--- src/rtl/counter_if_pkg.sv ---
// Shared constants and types for the counter_if block and its bench.
package counter_if_pkg;

  // Default counter width.
  localparam int unsigned COUNT_W = 4;

  // Counter value at the default width.
  typedef logic [COUNT_W-1:0] count_t;

endpackage : counter_if_pkg

--- src/rtl/counter_if_if.sv ---
// counter_bus: bundles the counter's control inputs and its outputs.
//   clk      - interface port, the counter clock
//   rstn     - asynchronous active-low reset
//   load_en  - synchronous parallel-load enable
//   load     - parallel-load value
//   down     - 1 = decrement, 0 = increment
//   count    - registered counter value
//   rollover - high while count is all-ones
// The master modport drives the controls; the slave modport is the counter.
interface counter_bus
  import counter_if_pkg::*;
#(
  parameter int unsigned WIDTH = COUNT_W
) (
  input logic clk
);

  logic             rstn;
  logic             load_en;
  logic [WIDTH-1:0] load;
  logic             down;
  logic [WIDTH-1:0] count;
  logic             rollover;

  modport master (
    input  clk,
    output rstn,
    output load_en,
    output load,
    output down,
    input  count,
    input  rollover
  );

  // Clock and reset reach the counter as plain scalar ports.
  modport slave (
    input  load_en,
    input  load,
    input  down,
    output count,
    output rollover
  );

endinterface : counter_bus

--- src/rtl/counter_if.sv ---
// counter_if: WIDTH-bit up/down counter with synchronous parallel load.
//   clk  - rising-edge clock
//   rstn - asynchronous active-low reset, clears count to 0
//   bus  - counter_bus slave: load_en, load, down in; count, rollover out
// Priority each edge: load_en -> load, else down -> count-1, else count+1.
// Arithmetic wraps modulo 2^WIDTH. rollover is combinational &count.
module counter_if
  import counter_if_pkg::*;
#(
  parameter int unsigned WIDTH = COUNT_W
) (
  input  logic       clk,
  input  logic       rstn,
  counter_bus.slave  bus
);

  logic [WIDTH-1:0] count_q;
  logic [WIDTH-1:0] count_d;

  // Next-count selection; load overrides direction.
  always_comb begin
    count_d = count_q;
    if (bus.load_en) begin
      count_d = bus.load;
    end else if (bus.down) begin
      count_d = count_q - WIDTH'(1);
    end else begin
      count_d = count_q + WIDTH'(1);
    end
  end

  // Counter register.
  always_ff @(posedge clk or negedge rstn) begin
    if (!rstn) begin
      count_q <= '0;
    end else begin
      count_q <= count_d;
    end
  end

  assign bus.count    = count_q;
  // Follows count directly, so it is 0 throughout reset.
  assign bus.rollover = &count_q;

endmodule : counter_if

--- src/flat_wrapper.sv ---
// flat-port wrapper written by rule: the top's interface ports become plain ports
module counter_if_flat import counter_if_pkg::*;
#(
  parameter int unsigned WIDTH = COUNT_W
)
  (clk, rstn, bus_load_en, bus_load, bus_down, bus_count, bus_rollover);
  counter_bus #(.WIDTH(WIDTH)) bus_i (.clk(clk));
  input  logic clk;
  input  logic rstn;
  input wire logic [$bits(bus_i.load_en)-1:0] bus_load_en;
  input wire logic [$bits(bus_i.load)-1:0] bus_load;
  input wire logic [$bits(bus_i.down)-1:0] bus_down;
  output wire logic [$bits(bus_i.count)-1:0] bus_count;
  output wire logic [$bits(bus_i.rollover)-1:0] bus_rollover;
  assign bus_i.load_en = bus_load_en;
  assign bus_i.load = bus_load;
  assign bus_i.down = bus_down;
  assign bus_count = bus_i.count;
  assign bus_rollover = bus_i.rollover;
  counter_if #(.WIDTH(WIDTH)) u_core (.clk(clk), .rstn(rstn), .bus(bus_i));
endmodule
--- config.mk ---
export PLATFORM = sky130hd
export DESIGN_NAME = counter_if_flat
export DESIGN_NICKNAME = d
export VERILOG_FILES = /design/src/rtl/counter_if_pkg.sv /design/src/rtl/counter_if_if.sv /design/src/rtl/counter_if.sv /design/src/flat_wrapper.sv
export SDC_FILE = /design/constraint.sdc
export NUM_CORES = 1
export LEC_CHECK = 0
export ABC_AREA = 1
export CAP_MARGIN = 20
export CORE_AREA = 3 3 40 42
export CTS_CLUSTER_DIAMETER = 30
export DETAILED_ROUTE_END_ITERATION = 10
export DIE_AREA = 0 0 43 45
export GPL_TIMING_DRIVEN = 0
export PLACE_DENSITY = 0.49
export SLEW_MARGIN = 20
export SYNTH_ARGS = -nofsm -noshare
export SYNTH_HDL_FRONTEND = slang
export SYNTH_SLANG_ARGS = --single-unit
export TNS_END_PERCENT = 50
--- constraint.sdc ---
create_clock -name clk -period 2.1 [get_ports clk]
set_input_delay 0.315 -clock clk [delete_from_list [all_inputs] [get_ports clk]]
set_output_delay 0.315 -clock clk [all_outputs]
set_load 0.03 [all_outputs]
==> results.md <==
- Worst setup EP type: primary output
- Fillers: 147
- Num CTS Buffers: 3
- Via-to-Cell Ratio: 3.89
- Synthesized area: 265 um2
- Initial antenna violation count: 0
- Max_cap viols: 0
- Final Hold Viols: 0
- Detailed Route WL: 572 um
- Core Region: 0.00128 mm2
- DRT iter0 DRCs: 7
- Pin count of the biggest net entering global routing: 9
- Yosys reg bits: 4
- Placed instance count: 62
- Drt drc: 0
- Slew @ Worst Pin: 0.308 ns
- Final setup vio count: 0
- Class of the most critical setup path: reg -> out
- RSZ-0062 raised after global routing: false
- Slew Limit Fails: 0
- Slew HR: 0.794
- Die area: 0.00194 mm2
- Die width: 43 um
- P&R area growth vs syn: 60.8%
- Fin Setup TNS: 0 ns
- Maximum buffer depth of the clock tree: 2
- Mean Syn Cell Area: 7.58 um2
- Routed WL per cell: 8.80 um
- Via count: 253
- Total power: 0.339 mW
- Worst path required time: 1.78 ns
- RePlAce Congestion: 0.651
- Synth Instances: 35
- CTS tree: done
- Yosys warns: 0
- CTS hold repair buffers: 0
- Starting Density: 0.206
- Clk sink count: 4
- CTS root buffer: clkbuf_4
- # diodes: 0
- Layout cell share with drive strength beyond 1: 0.0600
- Sequential-to-total area share from yosys stat: 0.377
- Mapped Nets: 46
- Vias in the first global route: 225
- Reg clk slew, reported paths: 0.04 ns
- DR pass1 iterations: 4
- Fmax: 521 MHz
- GRT Total Usage: 0.0686
- Number of flip-flops under the largest register name: 4
- Clock Latency Late Sink: 0.23 ns
- Peak VDD IR: 330 uV
- Status: complete, no violations
- Arrival time worst endpoint: 1.61 ns
- CTS H-tree lvls: 1
- Num ports: 13
- Yosys cell types: 12
- Port-buffer cells: 12
- Core Rows: 13
- Worst-path fanout max: 4
- Cts repair resizes: 0
- Fin crit share: 0.915
- Die height: 45 um
- # nets final: 63
- Leak Pwr: 0.212 nW
- Final hold slack: 0.280 ns
- Final min period: 1.92 ns
- Hold crit path type: in -> async
- Fin cells: 65
- Routed Antenna Nets: 0
- Pwr Density: 795 mW/mm2
- Grt ovf: 0
- HPWL after DPL: 467 um
- Post-CTS setup buffers: 0
- First-pass GRT wire length: 855 um
- Crit start category: flop
- Worst Skew: 0.00170 ns
## path summary, 6_finish.rpt
path	cells after the start	from	slack (ns)	to
hold / removal	1	rstn	0.28	u_core.bus.count[1]$_DFF_PN0_
setup reg to reg	6	u_core.bus.count[2]$_DFF_PN0_	0.80	u_core.bus.count[3]$_DFF_PN0_
max in group asynchronous	1	rstn	1.66	u_core.bus.count[2]$_DFF_PN0_
setup / recovery	3	u_core.bus.count[0]$_DFF_PN0_	0.18	bus_rollover
hold reg to reg	1	u_core.bus.count[0]$_DFF_PN0_	0.54	u_core.bus.count[0]$_DFF_PN0_
min in group clk	1	u_core.bus.count[0]$_DFF_PN0_	0.54	u_core.bus.count[0]$_DFF_PN0_
## cell usage after synthesis (all sizes together)
master | n | area [um2]
xor2 | 1 | 8.76
inv | 6 | 22.5
nand3 | 2 | 10.0
or2 | 1 | 6.26
fa | 1 | 20.0
o21ai | 3 | 15.0
dfrtp | 4 | 100
ha | 2 | 25.0
nand2 | 13 | 48.8
nor2 | 1 | 3.75
nor3 | 1 | 5.00
## cells in the final DEF, fill, tap and decap left out, drive strengths merged
cell and instances:
dfrtp 4, or2 1, fa 1, xor2 1, o21ai 3, nand3 2, nor3 1, nand2 13
nor2 1, ha 2, clkdlybuf4s50 12, clkbuf 3, inv 6
## power by group
part           switching, mW  internal, mW
clock                 0.0317        0.0640
combinational         0.0763        0.0638
sequential            0.0129        0.0906
## cell type report
type                       instances  area (um2)  area share
multi-input combinational         25         143       0.334
clock buffer                       3        22.5      0.0528
sequential                         4         100       0.235
timing repair buffer              12         120       0.282
inverter                           6        22.5      0.0528
tap                               15        18.8      0.0440
## critical path, stage by stage (launching register included)
cell	delay (ns)
dfrtp_1	0.38
inv_1	0.09
nor3_1	0.20
clkdlybuf4s50_1	0.70
## layer usage
| layer | vias up | part of all wire | track usage |
|---|---|---|---|
| met5 | - | 0 | 0 |
| met4 | 0 | 0 | 0.0904 |
| met3 | 0 | 0.10 | 0.0279 |
| met2 | 13 | 0.41 | 0.0838 |
| met1 | 103 | 0.49 | 0.0782 |
| li1 | 137 | - | - |
## metrics by stage
stage | setup WS (ns) | instance area (um2) | util
detailed placement | 0.398 | 404 | 0.315
global route | 0.120 | 427 | 0.332
global placement | 0.391 | 404 | 0.315
finish | 0.180 | 427 | 0.332
CTS | 0.144 | 427 | 0.332
floorplan | 0.420 | 265 | -
## cells by family (layout without fill, tap and decap cells)
kind of cell	after synthesis	count (layout)	synth area share
simple gates	18	18	0.278
buf+inv	6	21	0.0849
flops	4	4	0.377
fa+ha+maj	3	3	0.170
compound gates	3	3	0.0566
xor+xnor	1	1	0.0330
No activity file was read; power rests on OpenSTA's default activity.
